File: config.mk
export PLATFORM = sky130hd
export DESIGN_NAME = prog_stats
export DESIGN_NICKNAME = d
export VERILOG_FILES = /design/src/rtl/prog_stats_pkg.sv /design/src/rtl/prog_stats.sv
export SDC_FILE = /design/constraint.sdc
export NUM_CORES = 1
export LEC_CHECK = 0
export BUFFER_PORTS_ARGS = -buffer_cell sky130_fd_sc_hd__buf_2
export CAP_MARGIN = 10
export CORE_MARGIN = 3
export CORE_UTILIZATION = 29
export CTS_BUF_LIST = sky130_fd_sc_hd__clkbuf_8
export CTS_CLUSTER_SIZE = 8
export DETAILED_ROUTE_END_ITERATION = 7
export PLACE_DENSITY = 0.48
export SLEW_MARGIN = 30
export SYNTH_ARGS = -nofsm -noshare
export SYNTH_HDL_FRONTEND = slang
export SYNTH_SLANG_ARGS = --single-unit
File: constraint.sdc
create_clock -name clk -period 2.5 [get_ports clk]
set_input_delay 0.75 -clock clk [delete_from_list [all_inputs] [get_ports clk]]
set_output_delay 0.75 -clock clk [all_outputs]
set_load 0.03 [all_outputs]
File: src/rtl/prog_stats_pkg.sv
// Shared definitions for the prog_stats result-statistics stage:
// FSM state encodings and a constant log2 helper for deriving widths.
package prog_stats_pkg;

    // FSM states: collecting samples, or holding a finished window for the sink.
    localparam logic [0:0] ST_ACCUM = 1'b0;
    localparam logic [0:0] ST_HOLD  = 1'b1;

    // Ceiling log2, usable in constant expressions (parameter derivation).
    function automatic int clog2(input int value);
        int r;
        r = 0;
        while ((1 << r) < value) begin
            r = r + 1;
        end
        return r;
    endfunction

endpackage

File: src/rtl/prog_stats.sv
// prog_stats: per-window min/max/sum/average of the prog output stream.
// Samples arrive on a valid-only port (no backpressure); each completed
// window of WINDOW samples is presented on a valid/ready result port.
module prog_stats
    import prog_stats_pkg::*;
#(
    parameter  int WIDTH  = 8,
    parameter  int WINDOW = 4,
    localparam int LW     = clog2(WINDOW),
    localparam int SW     = WIDTH + LW
) (
    input  logic             clk,
    input  logic             reset,
    input  logic [WIDTH-1:0] in_data,
    input  logic             in_valid,
    input  logic             clear,
    input  logic             res_ready,
    output logic             res_valid,
    output logic [WIDTH-1:0] res_min,
    output logic [WIDTH-1:0] res_max,
    output logic [SW-1:0]    res_sum,
    output logic [WIDTH-1:0] res_avg,
    output logic             overflow
);

    logic [0:0]       state;
    logic [LW-1:0]    cnt;
    logic [SW-1:0]    acc_sum;
    logic [WIDTH-1:0] acc_min;
    logic [WIDTH-1:0] acc_max;

    logic             accept;
    logic             drop;
    logic             last;
    logic [SW-1:0]    nxt_sum;
    logic [WIDTH-1:0] nxt_min;
    logic [WIDTH-1:0] nxt_max;

    // In HOLD a sample is taken only when the pending result leaves this cycle;
    // otherwise it has nowhere to go and is dropped.
    assign accept = in_valid && ((state == ST_ACCUM) || res_ready);
    assign drop   = in_valid && (state == ST_HOLD) && !res_ready;
    // cnt is always 0 in HOLD, so only an ACCUM sample can close a window.
    assign last   = accept && (cnt == LW'(WINDOW - 1));

    // Working values including the current sample; first sample seeds min/max.
    always_comb begin
        // NOTE: every always_comb output gets a default first so no path can infer a latch.
        nxt_sum = acc_sum + SW'(in_data);
        nxt_min = acc_min;
        nxt_max = acc_max;
        if (cnt == '0 || in_data < acc_min) nxt_min = in_data;
        if (cnt == '0 || in_data > acc_max) nxt_max = in_data;
    end

    // Result presentation: valid while holding, average is the truncated sum.
    assign res_valid = (state == ST_HOLD);
    assign res_avg   = res_sum[SW-1:LW];

    // Window accumulation, result capture, handshake and sticky overflow.
    always_ff @(posedge clk or posedge reset) begin
        // NOTE: sequential state uses non-blocking assignments so all registers update together.
        if (reset) begin
            state    <= ST_ACCUM;
            cnt      <= '0;
            acc_sum  <= '0;
            acc_min  <= '0;
            acc_max  <= '0;
            res_min  <= '0;
            res_max  <= '0;
            res_sum  <= '0;
            overflow <= 1'b0;
        end else if (clear) begin
            // Abort the window; res_* data keeps the last delivered result.
            state    <= ST_ACCUM;
            cnt      <= '0;
            acc_sum  <= '0;
            acc_min  <= '0;
            acc_max  <= '0;
            overflow <= 1'b0;
        end else begin
            if (drop) overflow <= 1'b1;

            if (state == ST_HOLD && res_ready) state <= ST_ACCUM;

            if (last) begin
                res_sum <= nxt_sum;
                res_min <= nxt_min;
                res_max <= nxt_max;
                state   <= ST_HOLD;
                cnt     <= '0;
                acc_sum <= '0;
                acc_min <= '0;
                acc_max <= '0;
            end else if (accept) begin
                cnt     <= cnt + 1'b1;
                acc_sum <= nxt_sum;
                acc_min <= nxt_min;
                acc_max <= nxt_max;
            end
        end
    end

endmodule

* Word-level counts from Yosys, hierarchy flattened
Index checks and enable logic that the tools add are counted.
** Storage, ports and cells
- Bits in registers :: 56
- Output and inout port bits :: 36
- Word-level logic and storage cells :: 49
** Operators by class
- Add/sub/neg operators :: 2
- $lt $le $gt $ge :: 2
- Equality and inequality tests :: 1
- Multiplexer cells :: 19
- Bitwise operators :: 2
- Reduce and logical (&&, ||, !) cells :: 14
** Operators by type and width (count)
- $mux W8 :: 8
- $mux W10 :: 3
- $add A10 B8 Y10 :: 1
- $gt A8 B8 Y1 :: 1
- $lt A8 B8 Y1 :: 1
- $mux W2 :: 3
- $reduce_bool A3 Y1 :: 2
- $logic_and A1 B1 Y1 :: 5
- $mux W1 :: 5
- $logic_or A1 B1 Y1 :: 3
- $add A2 B1 Y2 const B :: 1
- $eq A2 B2 Y1 const B :: 1
- $logic_not A2 Y1 :: 1
- $not A1 Y1 :: 2
- $reduce_and A2 Y1 :: 1
- $reduce_bool A2 Y1 :: 1
- $logic_not A1 Y1 :: 1

* Longest topological paths before layout
- Depth in word-level cells :: 6
- Mapped depth :: 10
- Gate-level depth less buffers :: 9

* Least setup slack after synthesis
OpenSTA, ideal clock, no wires.
- Path kind :: in2reg
- Start :: input in_data[2]
- End :: register acc_min[1]
- Data arrival time :: 2.323 ns
- Data required time :: 2.379 ns
- Slack :: 0.057 ns
- Cell stages on the path :: 8
- Path buffers :: 1
- Cells stage by stage :: ha_1 a211o_1 a31oi_1 o22ai_1 o31a_1 buf_6 a21o_4 a22o_1
** Between the ends
- Cells in the longest elaborated chain, start to end :: 6
** RTL lines
- start: declaration :: RTL line prog_stats.sv:14 : input logic [WIDTH-1:0] in_data,
- $lt A8 B8 Y1 :: RTL line prog_stats.sv:52 : if (cnt == '0 || in_data < acc_min) nxt_min = in_data;
- $logic_or A1 B1 Y1 :: RTL line prog_stats.sv:52
- $mux W8 :: RTL line prog_stats.sv:52
- $mux W8 :: RTL line prog_stats.sv:95 : end else if (accept) begin
- $mux W8 :: RTL line prog_stats.sv:86 : if (last) begin
- $mux W8 :: RTL line prog_stats.sv:73 : end else if (clear) begin
- end signal: assignment :: RTL line prog_stats.sv:98 : acc_min <= nxt_min;
- end: declaration :: RTL line prog_stats.sv:29 : logic [WIDTH-1:0] acc_min;
Every way passes these cells. The select of a mux whose other input is x is not followed.
A chain may end at the register's enable or synchronous reset.

* Final worst setup path
- Start :: input in_data[2]
- End :: register acc_min[3]
The elaborated chain is that of the path after synthesis.

==> run metrics <==
worst skew pair latency=0.32 ns; Setup-failing EPs final=0; vias=2,283; vias in the first global route=2,420; crit-path cells=buf_2, ha_1, a211o_1, a31oi_1, o22ai_1, o31a_1, a21o_4, a22o_1; Inserted Clock Buffers=5; wire length of the first global-routing pass=roughly 12,000 um; # clock sinks=56; Seq/Total Area, Yosys=45.7%; Hold Path Class=input pin to async pin; DRT Wirelength=7200 um; die area=11,800 um^2; RSZ-0062 raised after global routing=false; CTS tree=yes; Synth Instances=292; H-Tree Depth=2; Async S/R FF share, synth=100%; count of input and output buffers=48; DR pass1 iterations=4; Post-Syn Area per Cell=~10 um^2; Yosys cell types=39; # fillers=1,048; internal power=1.54 mW; DP Wirelength=5420 um; leak pwr=approximately 1.9 nW; Post-synth EDFFs=0; Sw Ratio=36.1%; antenna viol nets, final=0; WHS=0.452 ns; kind of end point of the critical path=flop; top fanout value on the critical path=8; worst vdd ir=approximately 0.00025 V; area delta synth->final=20.3%; Crit path largest cell delay=0.37 ns; Critical Path Start Type=input pin; largest net degree at the start of global routing=57; ys flop type=dfrtp_1; post-layout worst setup margin=roughly 0.15 ns; worst slew pin tran=0.504 ns; Initial Utilization=between 30% and 40%; min Tclk post-route=approximately 2.3 ns; CP required=about 2.7 ns; TNS Setup=0 ns; gr usage total=13.4%; Via density=about 4.7; row count=36; Post-CTS Hold Buffers=0; Arr. time, crit path=2.56 ns; fmax=around 0.43 GHz; Die W=109 um; dpl ws=-0.242 ns; DRC Markers=0; fin crit share=between 90 and 100%; Ant. Diodes=0; outcome=complete, no violations; clock power share=22.8%; Overflow after GRT=0; FF+latch count, synth=56; placed cell count=480; Slew Limit Fails=0; initial antenna violation count=0; slowest CP cell=o31a_1; Final Hold Viols=0; Root Buffer=clkbuf_8; combinational share of power=between 30% and 40%; DRT iter0 DRCs=91; Nets=approximately 400; max_cap viols=0; Core ar.=10000 um^2; clk_skew=around 0.0084 ns; CTS clk-pin slew, worst paths=approximately 0.1 ns; Worst slew margin=66.3%; clock buffer depth=2; Flop pwr share=between 40% and 50%; Tot Pwr=~2.4 mW; layout cell share with drive strength beyond 1=26.2%; Ys Warns=0; power per cell area=655 nW/um^2; post-route insts no fill=488; Synth Cell Area=approximately 3100 um^2; routed len/inst=14.7 um; die height=109 um; Final GP Congestion=around 0.83; switching power=872 uW; io pins=49; Syn Nets=331; crit path kind=input pin to flop
-- per-stage QoR --
stage | util, % | cell area (um^2)
after floorplan | - | 3060
after global placement | 35.8 | 3580
after detailed placement | 35.8 | 3580
after CTS | 36.8 | 3680
after global routing | 36.8 | 3680
final | 36.8 | 3680
-- flip-flops by register name, summed over array words and instances, names as in the netlist --
name	count
acc_sum	10
res_sum	10
res_valid	1
res_min	8
overflow	1
acc_min	8
cnt	2
acc_max	8
res_max	8
-- worst max-delay path, delay by kind of cell --
family	cells	cell delay [ns]
compound gates	6	1.39
fa+ha+maj	1	0.30
buf+inv	1	0.11
-- cells in the final DEF (no fill, tap or decap), types with 2 or more instances in the layout --
| master | Yosys | layout |
|---|---|---|
| a211oi_1 | 2 | 2 |
| a21o_1 | 5 | 5 |
| a21oi_1 | 10 | 10 |
| a22o_1 | 23 | 23 |
| a31oi_1 | 3 | 3 |
| buf_12 | 0 | 3 |
| buf_2 | 2 | 48 |
| buf_4 | 8 | 21 |
| clkbuf_8 | 0 | 6 |
| dfrtp_1 | 56 | 56 |
| ha_1 | 25 | 25 |
| inv_1 | 26 | 25 |
| mux2_2 | 7 | 7 |
| mux2i_1 | 16 | 16 |
| nand2_1 | 26 | 26 |
| nand2b_1 | 2 | 2 |
| nand4_1 | 2 | 2 |
| nor2_1 | 11 | 11 |
| nor2b_1 | 4 | 4 |
| nor3_1 | 2 | 2 |
| o21ai_0 | 29 | 29 |
| o22ai_1 | 2 | 2 |
| or3_1 | 2 | 2 |
| xnor2_1 | 6 | 6 |
-- cell type report --
type / count / area (um^2) / share of cell area (%)
flip-flops and latches: 56 / 1400 / 38.0
repair buffers: 72 / 458 / 12.4
multi-input cells: 193 / 1470 / 39.8
inverters: 26 / 97.6 / 2.65
clock inverters: 2 / 13.8 / 0.374
well taps: 133 / 166 / 4.52
clock buffers: 6 / 82.6 / 2.24
-- final timing paths --
| path | startpoint | endpoint | slack (ns) | cells after the start |
|---|---|---|---|---|
| worst min-delay path | reset | res_valid | 0.45 | 3 |
| worst max-delay path | in_data[2] | acc_min[3] | 0.15 | 8 |
| worst max register to register | acc_min[2] | acc_min[3] | 0.24 | 8 |
| min in group clk | res_max[4] | res_max[4] | 0.48 | 2 |
| max in group asynchronous | reset | acc_sum[1] | 1.76 | 3 |
| worst min register to register | res_max[4] | res_max[4] | 0.48 | 2 |
-- kinds of logic after synthesis --
family | share of synthesized area (%)
buffers and inverters | 6.57
multiplexers | 7.80
adder cells (fa/ha/maj) | 10.9
AO/OA/AOI/OAI | 19.2
AND/OR/NAND/NOR | 8.13
flip-flops | 45.7
XOR/XNOR | 1.71
-- cell usage after synthesis, drive strengths merged (7+ instances only) --
library cell	count	area share (%)
nor2	12	1.7
buf	11	2.7
dfrtp	56	46
nand2	26	3.2
mux2	7	2.6
a22o	23	6.6
mux2i	16	5.2
o21ai	29	4.7
a21oi	10	1.6
inv	26	3.2
ha	25	10
-- per-layer routing --
metal  track usage, %  part of all wire, %  vias to the layer above  routed length [um]
li1                 -                    -                     1147                   -
met1             18.4                   50                     1099                3610
met2             22.0                   46                       28                3310
met3             1.72                  2.5                        9                 180
met4             4.06                  1.4                        0                  99
met5                0                    0                        -                   0
-- what timing repair did --
action / CTS / global route
setup endpoints to repair: 0 / 8
hold endpoints to repair: 0 / 0
setup buffers: 0 / 0
resized for setup: 0 / 1
-- power by group through the flow --
stage	logic [mW]	registers (mW)	clock network, mW
after floorplan	0.432	1.23	0
after global placement	0.788	1.09	0
after detailed placement	0.795	1.10	0
after CTS	0.798	1.08	0.573
after global routing	0.875	1.09	0.604
final	0.784	1.08	0.551
No activity file was read; power rests on OpenSTA's default activity.
